--- config.mk ---
export PLATFORM = sky130hd
export DESIGN_NAME = instr_fetch_unit
export DESIGN_NICKNAME = d
export VERILOG_FILES = /design/src/rtl/arm_core_pkg.sv /design/src/rtl/fetch_prefetch_buf.sv /design/src/rtl/instr_fetch_unit.sv
export SDC_FILE = /design/constraint.sdc
export NUM_CORES = 1
export LEC_CHECK = 0
export CAP_MARGIN = 20
export CORE_UTILIZATION = 44
export CTS_CLUSTER_DIAMETER = 50
export CTS_CLUSTER_SIZE = 24
export DETAILED_ROUTE_END_ITERATION = 10
export HOLD_SLACK_MARGIN = 0.12
export PLACE_DENSITY_LB_ADDON = 0.3
export RECOVER_POWER = 50
export SYNTH_ARGS = -nofsm -noshare
export SYNTH_HDL_FRONTEND = slang
export SYNTH_SLANG_ARGS = --single-unit
--- constraint.sdc ---
create_clock -name clk -period 2.1 [get_ports clk]
set_clock_uncertainty 0.15 [all_clocks]
set_input_delay 0.21 -clock clk [delete_from_list [all_inputs] [get_ports clk]]
set_output_delay 0.21 -clock clk [all_outputs]
set_load 0.01 [all_outputs]
--- src/rtl/arm_core_pkg.sv ---
// arm_core_pkg: fetch FSM states and instruction-field constants shared by the fetch unit and controller
package arm_core_pkg;
  typedef enum logic [1:0] {S_REQ, S_WAIT, S_ISSUE} fetch_state_e;
  localparam int OPFUNC_MSB = 31;
  localparam int OPFUNC_LSB = 20;
  localparam int INSTR_W = 32;
  localparam int PC_INC = 4;
  localparam logic [2:0] OP_BRANCH = 3'b101;
endpackage

--- src/rtl/fetch_prefetch_buf.sv ---
// fetch_prefetch_buf: one-entry prefetch buffer {data, addr, valid, drop}; only built with PREFETCH_EN
`ifdef PREFETCH_EN
module fetch_prefetch_buf
  import arm_core_pkg::*;
#(
  parameter int ADDR_W = 32
) (
  input  logic               clk,
  input  logic               rst_n,
  input  logic               launch,
  input  logic [ADDR_W-1:0]  launch_addr,
  input  logic               rsp,
  input  logic               push,
  input  logic [INSTR_W-1:0] rsp_data,
  input  logic               pop,
  input  logic               flush,
  output logic               valid,
  output logic [INSTR_W-1:0] data,
  output logic [ADDR_W-1:0]  addr,
  output logic               pending
);
  logic drop;
  // a flush with a prefetch still in flight marks it so its response is discarded on arrival
  always_ff @(posedge clk or negedge rst_n)
    if (!rst_n) begin
      valid   <= 1'b0;
      drop    <= 1'b0;
      pending <= 1'b0;
      data    <= '0;
      addr    <= '0;
    end else begin
      pending <= launch ? 1'b1 : rsp ? 1'b0 : pending;
      addr    <= launch ? launch_addr : addr;
      valid   <= (push && !drop) ? 1'b1 : (pop || flush) ? 1'b0 : valid;
      data    <= push ? rsp_data : data;
      drop    <= (flush && (launch || (pending && !rsp))) ? 1'b1 : rsp ? 1'b0 : drop;
    end
endmodule
`endif

--- src/rtl/instr_fetch_unit.sv ---
// instr_fetch_unit: PC-owning req/wait/issue fetch FSM; PREFETCH_EN adds a one-entry prefetch of pc+4
module instr_fetch_unit
  import arm_core_pkg::*;
#(
  parameter int                ADDR_W   = 32,
  parameter logic [ADDR_W-1:0] RESET_PC = '0
) (
  input  logic               clk,
  input  logic               rst_n,
  output logic               imem_req_valid,
  input  logic               imem_req_ready,
  output logic [ADDR_W-1:0]  imem_req_addr,
  input  logic               imem_rsp_valid,
  input  logic [INSTR_W-1:0] imem_rsp_data,
  output logic               issue_valid,
  input  logic               issue_ready,
  output logic [INSTR_W-1:0] instr,
  output logic [11:0]        opfunc,
  output logic [ADDR_W-1:0]  issue_pc,
  input  logic               branch_taken,
  input  logic [ADDR_W-1:0]  branch_target
);
  fetch_state_e state, state_n;
  logic [ADDR_W-1:0] pc, pc_n, issue_pc_n, req_addr, tgt, pc_inc;
  logic [INSTR_W-1:0] instr_n;
  logic req_valid;
  assign pc_inc = pc + ADDR_W'(PC_INC);
  assign tgt = branch_target & ~ADDR_W'(3);
  assign imem_req_valid = req_valid & rst_n;
  assign imem_req_addr = req_addr;
  assign issue_valid = state == S_ISSUE;
  assign opfunc = instr[OPFUNC_MSB:OPFUNC_LSB];
`ifdef PREFETCH_EN
  logic launch, pf_rsp, push, pop, flush, buf_valid, pf_pending;
  logic [INSTR_W-1:0] buf_data;
  logic [ADDR_W-1:0] buf_addr;
  assign pf_rsp = imem_rsp_valid & pf_pending;
  fetch_prefetch_buf #(.ADDR_W(ADDR_W)) u_buf (
    .clk(clk), .rst_n(rst_n), .launch(launch), .launch_addr(req_addr), .rsp(pf_rsp),
    .push(push), .rsp_data(imem_rsp_data), .pop(pop), .flush(flush),
    .valid(buf_valid), .data(buf_data), .addr(buf_addr), .pending(pf_pending)
  );
`endif
  always_comb begin
    state_n = state;
    pc_n = pc;
    instr_n = instr;
    issue_pc_n = issue_pc;
    req_valid = 1'b0;
    req_addr = pc;
`ifdef PREFETCH_EN
    launch = 1'b0;
    push = 1'b0;
    pop = 1'b0;
    flush = 1'b0;
`endif
    case (state)
      S_REQ: begin
`ifdef PREFETCH_EN
        req_valid = !pf_pending;
`else
        req_valid = 1'b1;
`endif
        state_n = (req_valid && imem_req_ready) ? S_WAIT : S_REQ;
      end
      S_WAIT: if (imem_rsp_valid) begin
        instr_n = imem_rsp_data;
        issue_pc_n = pc;
        state_n = S_ISSUE;
      end
      S_ISSUE: begin
`ifdef PREFETCH_EN
        req_valid = !buf_valid && !pf_pending;
        req_addr = pc_inc;
        launch = req_valid && imem_req_ready;
        push = pf_rsp && !issue_ready;
`endif
        if (issue_ready) begin
          pc_n = branch_taken ? tgt : pc_inc;
          state_n = S_REQ;
`ifdef PREFETCH_EN
          flush = branch_taken;
          // sequential flow: reuse the buffered or just-arriving word, else wait for the in-flight prefetch
          if (!branch_taken) begin
            if (buf_valid) begin
              pop = 1'b1;
              instr_n = buf_data;
              issue_pc_n = buf_addr;
              state_n = S_ISSUE;
            end else if (pf_rsp) begin
              instr_n = imem_rsp_data;
              issue_pc_n = pc_inc;
              state_n = S_ISSUE;
            end else if (pf_pending || launch) state_n = S_WAIT;
          end
`endif
        end
      end
      default: state_n = S_REQ;
    endcase
  end
  always_ff @(posedge clk or negedge rst_n)
    if (!rst_n) begin
      state    <= S_REQ;
      pc       <= RESET_PC;
      instr    <= '0;
      issue_pc <= RESET_PC;
    end else begin
      state    <= state_n;
      pc       <= pc_n;
      instr    <= instr_n;
      issue_pc <= issue_pc_n;
    end
endmodule

==> flow_summary.toml, run 1 <==
[critical_path]
rr_endpoint = "imem_req_addr[28]"
cp_top_family = "buffers and inverters"
crit_type = "primary input to primary output"
critical-path-max-stage-delay_ns = 0.59
crit_fanout = 3
crit_buf_inv = 3
path_cells = "dlygate4sd3_1, buf_4, nor3b_1, clkdlybuf4s50_1"
start_kind = "primary input"
worst-r2r-cell-count = 6
r2r_setup_slack_ns = 0.12
crit_required_ns = 1.74
endpoint_kind = "primary output"
cp.arrival_ns = 1.66
r2r_start = "imem_req_addr[2]"
crit_slowest_cell = "clkdlybuf4s50_1"

[sta]
hold_viol = 0
timing.hold.ws_ns = 0.286
setup_viol = 0
setup_slack_ns = 0.0755
fin_crit_sh = 0.964
slew_viol_final = 0
rsz0062_at_grt = "no"
fin_tns_setup_ns = 0
timing.final.crit_period_ns = 2.02
tightestPinTransition_ns = 1.32
slew_headroom = 0.123
max_freq_mhz = 494

[cells_and_area]
final-seq-area_um2 = 2350
layout-drive-gt1-share = 0.189
fillers = 758
final_cell_mix = "clkdlybuf4s50_1, dfrtp_1, mux2_2"
area_growth_pct = 45.6
final_common_cell = "clkdlybuf4s50_1"
nets = 654
n_antenna_cell = 0
multi_input_area_um2 = 1930

[clock_network]
clkLatencyLatePin_ns = 0.38
post_cts_buffers = 0
cts_buffers = 9
clkSinkCount = 94
clk_pin_slew_worst_paths_ns = 0.09
clk_path_buf_depth = 2
cts_tree = "yes"
root_buffer = "clkbuf_8"
htreeDepth = 3

[synthesis]
ys_warn_count = 0
synth_edf_count = 0
avgSynthCellArea_um2 = 10.9
syn_area_um2 = 4530
synth-main-ff-cell = "dfrtp_1"
syn_inst = 415
ys_seq_area_frac = 0.519
async_flop_share = 1.00
yosys.cell_types.count = 55
synth_seq_cells = 94

[die]
rows = 36
die_width_um = 103
die_h_um = 103
start_util = 0.459
core_area_um2 = 9860
pin_count = 180
dieArea_um2 = 10700

[power_and_ir_drop]
power_density_nw_per_um2 = 1370
power_frac_seq = 0.361
irDropWorstVdd_v = 0.000671
clkPwrFrac = 0.129
p_leak_nw = 2.70
combPwrFrac = 0.510
switching_share = 0.358
internal_power_mw = 5.79
power_switching_mw = 3.23

[worst_hold_path]
holdCritStartpoint = "imem_req_ready"
min_path_type = "primary input to flip-flop"
min_path_cells = 3
hold-path-endpoint = "state[0]"

[global_route]
grt_pass1_vias = 3802
track_usage = 0.231
overflow = 0
grt_max_degree = 61
antenna_found_initial = 0
grt_pass1_wl_um = 18700

[run]
maxCapViolCount = 0

[routing]
dr.first_iter.drc_count = 242
ant_nets = 0
vias = 3917
drc = 0
first_pass_iters = 5
drt-total-wl_um = 12300
avgRoutedWirePerCell_um = 17.0
viasPerCell = 5.43

[outcome]
outcome = "finished clean"

[placement]
io_buffer_count = 173
hpwl_um = 8690
dpl_worst_slack_ns = 0.101
routabilityCongestion = 0.811
## how the worst max path moves through the flow
stage	from	end	depth (start not counted)
2_1_floorplan	imem_req_addr[2]	imem_req_addr[28]	7
3_3_place_gp	imem_req_addr[2]	imem_req_addr[28]	6
3_5_place_dp	imem_req_addr[5]	imem_req_addr[21]	5
4_1_cts	rst_n	imem_req_valid	4
5_1_grt	imem_req_addr[3]	imem_req_addr[28]	6
6_report	rst_n	imem_req_valid	4
## routing by layer
| metal | vias up | track usage | part of all wire |
|---|---|---|---|
| met5 | - | 0 | 0 |
| met4 | 0 | 0.0628 | 0.0095 |
| met3 | 10 | 0.0638 | 0.087 |
| met2 | 171 | 0.384 | 0.48 |
| met1 | 1898 | 0.298 | 0.42 |
| li1 | 1838 | - | - |
## synth_stat cells (all sizes together) (3+ instances only)
cell,number,area [µm²]
nor2b,3,18.8
mux2,57,642
a41oi,3,26.3
nor2,19,73.8
o22ai,5,31.3
o211ai,3,22.5
and4,6,55.1
inv,9,33.8
nor4,6,65.1
o21ai,26,130
nand4,7,58.8
dfrtp,94,2350
a31oi,4,25.0
nand2b,3,18.8
nand3,20,113
clkbuf,17,63.8
nand2,28,105
buf,27,179
mux2i,4,40.0
a21oi,24,120
a311oi,4,35.0
nor3,16,85.1
## cell type report
type	count	share of cell area
Clock buffer	9	0.0188
Clock inverter	7	0.0102
Inverter	9	0.00512
Multi-Input combinational cell	271	0.293
Sequential cell	94	0.357
Tap cell	133	0.0252
Timing Repair Buffer	198	0.291
## power by group through the flow
stage                     registers, mW  clock network [mW]  logic, mW
after floorplan                    3.66                   0       1.72
after global placement             3.23                   0       4.52
after detailed placement           3.29                   0       4.63
after CTS                          3.25                1.20       4.65
after global routing               3.37                1.28       4.97
final                              3.25                1.16       4.60
## what timing repair did
action                                 4_1_cts  5_1_grt
resized for setup                            0        5
setup endpoints to repair                    0        4
endpoints found under the hold margin       94        0
hold buffers                                 1        0
## registers in the layout, summed over array words and instances (netlist names)
| register | count |
|---|---|
| instr | 32 |
| imem_req_addr | 30 |
| issue_pc | 30 |
| state | 2 |
## tightest hold or removal path: cells and delay by family
family	cells	cell delay, ns
compound gates	1	0.06
simple gates	1	0.09
buf+inv	1	0.40
## stage by stage
step | total power, mW | instances | util | instance area (µm²)
finish | 9.02 | 721 | 0.669 | 6600
global route | 9.62 | 721 | 0.669 | 6600
CTS | 9.10 | 721 | 0.669 | 6600
detailed placement | 7.92 | 704 | 0.648 | 6400
global placement | 7.76 | 704 | 0.648 | 6400
floorplan | 5.37 | 418 | - | 4540
## logic make-up after synthesis
group                      Yosys count  share of synthesized area
buffers and inverters               53                     0.0610
and+or+nand+nor                    120                      0.150
muxes                               61                      0.150
AOI/OAI and AO/OA                   85                      0.116
adders and majority gates            1                    0.00276
DFF                                 94                      0.519
other                                1                   0.000827
Note: power is estimated with default switching activity, not from simulation.
==> run 2: changes to the inputs <==
- CAP_MARGIN: 20 -> not set
- clock period: 2.1 -> 2.05 ns (I/O delays scaled with it)
==> flow_summary.toml, run 2 (same netlist as run 1, synthesis figures left out) <==
[cells_and_area]
largest_reg_flops = 32
final_area_um2 = 6710
fin_cells = 724
nets = 657
area_growth_pct = 48.1
fillers = 739
n_antenna_cell = 0
final-seq-area_um2 = 2350
final_cell_mix = "clkdlybuf4s50_1, dfrtp_1, mux2_2"
top_register = "instr"
final_common_cell = "clkdlybuf4s50_1"
layout-drive-gt1-share = 0.195
multi_input_area_um2 = 1940

[critical_path]
path_cells = "nand2b_1, inv_1, clkdlybuf4s50_1"
cp.arrival_ns = 1.58
crit_type = "flip-flop to primary output"
critPathLaunch = "state[0]"
start_kind = "flip-flop"
rr_endpoint = "imem_req_addr[23]"
crit_slowest_cell = "clkdlybuf4s50_1"
r2r_setup_slack_ns = 0.12
crit_fanout = 6
endpoint_kind = "primary output"
r2r_start = "imem_req_addr[10]"
crit_required_ns = 1.69
worst-r2r-cell-count = 5
critical-path-max-stage-delay_ns = 0.54

[placement]
dp_cells = 707
io_buffer_count = 173
hpwl_um = 8560
post_dp_cell_area_um2 = 6430
routabilityCongestion = 0.833

[global_route]
antenna_found_initial = 0
grt_pass1_wl_um = 18500
overflow = 0
track_usage = 0.227
grt_max_degree = 95
grt_pass1_vias = 3655

[sta]
setup_viol = 0
fin_crit_sh = 0.946
timing.hold.ws_ns = 0.282
slew_headroom = 0.179
hold_viol = 0
max_freq_mhz = 516
timing.final.crit_period_ns = 1.94
tightestPinTransition_ns = 1.23
slew_viol_final = 0

[die]
rows = 36
die_h_um = 103
dieArea_um2 = 10700
start_util = 0.459
pin_count = 180
core_area_um2 = 9860
die_width_um = 103

[routing]
ant_nets = 0
dr.first_iter.drc_count = 235
drt-total-wl_um = 12200
avgRoutedWirePerCell_um = 16.9
drc = 0
viasPerCell = 5.36
first_pass_iters = 4
vias = 3882

[power_and_ir_drop]
p_leak_nw = 2.78
power_mw = 9.66
irDropWorstVdd_v = 0.000696
power_density_nw_per_um2 = 1440

[worst_hold_path]
min_path_cells = 3
holdCritStartpoint = "branch_target[31]"
min_path_type = "primary input to flip-flop"
hold-path-endpoint = "imem_req_addr[31]"

[clock_network]
htreeDepth = 3
cts_buffers = 9
clkSinkCount = 94
root_buffer = "clkbuf_8"
clk_pin_slew_worst_paths_ns = 0.09
cts_tree = "yes"
clkLatencyLatePin_ns = 0.36
clk_path_buf_depth = 2

[outcome]
outcome = "finished clean"

[run]
maxCapViolCount = 0
run 2: cell types whose count changed in the layout (fill, tap and decap cells not counted), moves of 2 or more:
cell	delta
buf_4	+5
bufinv_16	+4
dlygate4sd3_1	+12
clkinv_4	-2
clkdlybuf4s50_1	-13
run 2: how the worst max path moves through the flow:
stage | slack [ns] | end | cells after the start
after floorplan | 0.002 | imem_req_addr[28] | 7
after global placement | 0.12 | imem_req_addr[28] | 6
after detailed placement | 0.08 | imem_req_addr[28] | 6
after CTS | 0.01 | imem_req_valid | 4
after global routing | -0.009 | imem_req_addr[23] | 5
final | 0.11 | issue_valid | 3
run 2: cell type report:
cell class,count,area share
sequential,94,0.351
timing repair buffer,201,0.291
multi-input combinational,271,0.289
tap,133,0.0248
clock inverter,7,0.0216
clock buffer,9,0.0185
inverter,9,0.00503
run 2: routing by layer:
metal / vias up / global-route usage / share of wire / wire length, µm
met3: 12 / 0.0437 / 0.076 / 934
met2: 162 / 0.372 / 0.48 / 5840
met5: - / 0 / 0 / 0
met1: 1872 / 0.302 / 0.43 / 5280
li1: 1836 / - / - / -
met4: 0 / 0.0780 / 0.013 / 155
run 2: report_power, final:
group	leakage (nW)	internal, mW	switching, mW
combinational	1.54	2.76	1.98
clock	0.130	0.940	0.679
sequential	1.10	2.71	0.593
run 2: critical path, delay by kind of cell, from the launching register on:
family                 cells  cell delay, ns
buffers and inverters      2            0.61
flip-flops                 1            0.44
AND/OR/NAND/NOR            1            0.18
run 2: through the flow:
step | worst slack, ns | setup TNS, ns | util
finish | 0.111 | 0 | 0.680
global route | -0.00856 | -0.00856 | 0.680
CTS | 0.0105 | 0 | 0.680
detailed placement | 0.0780 | 0 | 0.652
global placement | 0.121 | 0 | 0.652
floorplan | 0.00246 | 0 | -
run 2: what timing repair did:
item | CTS | global route
resized for setup | 0 | 7
setup buffers | 0 | 0
hold buffers | 1 | 0
hold endpoints to repair | 94 | 0
endpoints found under the setup margin | 0 | 8
==> run 3: changes to the inputs <==
- CORE_MARGIN: not set -> 2
- RECOVER_POWER: 50 -> not set
==> flow_summary.toml, run 3 (same netlist as run 1, synthesis figures left out) <==
[cells_and_area]
nets = 659
layout-drive-gt1-share = 0.199
final-seq-area_um2 = 2350
area_growth_pct = 47.8
top_register = "instr"
n_antenna_cell = 0
fillers = 784
multi_input_area_um2 = 1940
final_cell_mix = "clkdlybuf4s50_1, dfrtp_1, mux2_2"
final_area_um2 = 6700
final_common_cell = "clkdlybuf4s50_1"
largest_reg_flops = 32

[die]
pin_count = 180
rows = 37
die_h_um = 105
start_util = 0.447
dieArea_um2 = 11100
core_area_um2 = 10100
die_width_um = 105

[clock_network]
clk_pin_slew_worst_paths_ns = 0.10
cts_buffers = 9
clk_path_buf_depth = 2
clkLatencyLatePin_ns = 0.38
htreeDepth = 3
root_buffer = "clkbuf_8"
clkSinkCount = 94
cts_tree = "yes"

[critical_path]
endpoint_kind = "primary output"
crit_buf_inv = 3
cp.depth = 4
path_cells = "dlygate4sd3_1, buf_4, nor3b_1, clkdlybuf4s50_1"
cp_top_family = "buffers and inverters"
crit_required_ns = 1.69
crit_slowest_cell = "clkdlybuf4s50_1"
critical-path-max-stage-delay_ns = 0.59
cp.arrival_ns = 1.65
crit_fanout = 2
worst-r2r-cell-count = 6
start_kind = "primary input"
crit_type = "primary input to primary output"

[sta]
fin_tns_setup_ns = 0
setup_viol = 0
max_freq_mhz = 500
fin_crit_sh = 0.976
hold_viol = 0
rsz0062_at_grt = "no"
slew_headroom = 0.661
tightestPinTransition_ns = 0.508
timing.final.crit_period_ns = 2.00
slew_viol_final = 0

[run]
maxCapViolCount = 0

[placement]
post_dp_cell_area_um2 = 6450
routabilityCongestion = 0.803
hpwl_um = 8740
io_buffer_count = 173

[routing]
vias = 3928
first_pass_iters = 5
ant_nets = 0
avgRoutedWirePerCell_um = 17.0
dr.first_iter.drc_count = 206
viasPerCell = 5.39
drc = 0
drt-total-wl_um = 12400

[outcome]
outcome = "finished clean"

[global_route]
grt_pass1_wl_um = 19900
gr-usage-met1 = 0.312
overflow = 0
track_usage = 0.227
use_met2 = 0.358
grt_max_degree = 95
grt_pass1_vias = 3805
antenna_found_initial = 0
met3_usage = 0.0532
busiest_layer = "met2"

[power_and_ir_drop]
power_density_nw_per_um2 = 1410
p_leak_nw = 2.75
irDropWorstVdd_v = 0.000681

[worst_hold_path]
min_path_cells = 4
min_path_type = "primary input to flip-flop"
==> run 3: path summary, 6_finish.rpt <==
| path | from | to | slack, ns |
|---|---|---|---|
| max | rst_n | imem_req_valid | 0.05 |
| max in group asynchronous | rst_n | state[0] | 1.03 |
| min reg2reg | issue_pc[29] | issue_pc[29] | 0.34 |
| max reg2reg | imem_req_addr[3] | imem_req_addr[28] | 0.11 |
| min | branch_taken | imem_req_addr[27] | 0.20 |
| min in group asynchronous | rst_n | issue_pc[23] | 0.29 |
==> run 3: routing by layer <==
metal | up-vias | part of all wire | wire, µm
li1 | 1843 | - | -
met1 | 1887 | 0.44 | 5480
met2 | 186 | 0.47 | 5880
met4 | 0 | 0.013 | 156
met3 | 12 | 0.073 | 902
met5 | - | 0 | 0
==> run 3: what timing repair did <==
item	CTS	global route
resized for setup	0	7
hold endpoints to repair	94	0
setup buffers	0	1
hold buffers	1	0
endpoints found under the setup margin	0	8
==> run 3: through the flow <==
step / hold slack (ns) / cells / utilization / total power [mW] / setup slack, ns
floorplan: -0.241 / 418 / - / 5.50 / 0.00246
global placement: 0.205 / 711 / 0.637 / 8.03 / 0.104
detailed placement: 0.204 / 711 / 0.637 / 8.19 / 0.0777
CTS: 0.192 / 728 / 0.658 / 9.50 / 0.0293
global route: 0.213 / 729 / 0.661 / 10.0 / 0.00875
finish: 0.202 / 729 / 0.661 / 9.45 / 0.0483
==> run 3: area by class of cell <==
| type | instances | share of cell area |
|---|---|---|
| Inverter | 9 | 0.00504 |
| Tap cell | 136 | 0.0254 |
| Clock inverter | 7 | 0.0121 |
| Timing Repair Buffer | 203 | 0.299 |
| Multi-Input combinational cell | 271 | 0.289 |
| Sequential cell | 94 | 0.351 |
| Clock buffer | 9 | 0.0185 |
==> run 3: worst min-delay path: stages <==
cell     delay (ns)
buf_2          0.11
buf_4          0.21
nand3_1        0.09
nand3_1        0.07
==> run 3: report_power, final <==
group          internal, mW  leakage, nW  switching [mW]
registers              2.72         1.10           0.624
clock network         0.579        0.100           0.720
logic                  2.82         1.55            1.99
total                  6.11         2.75            3.34
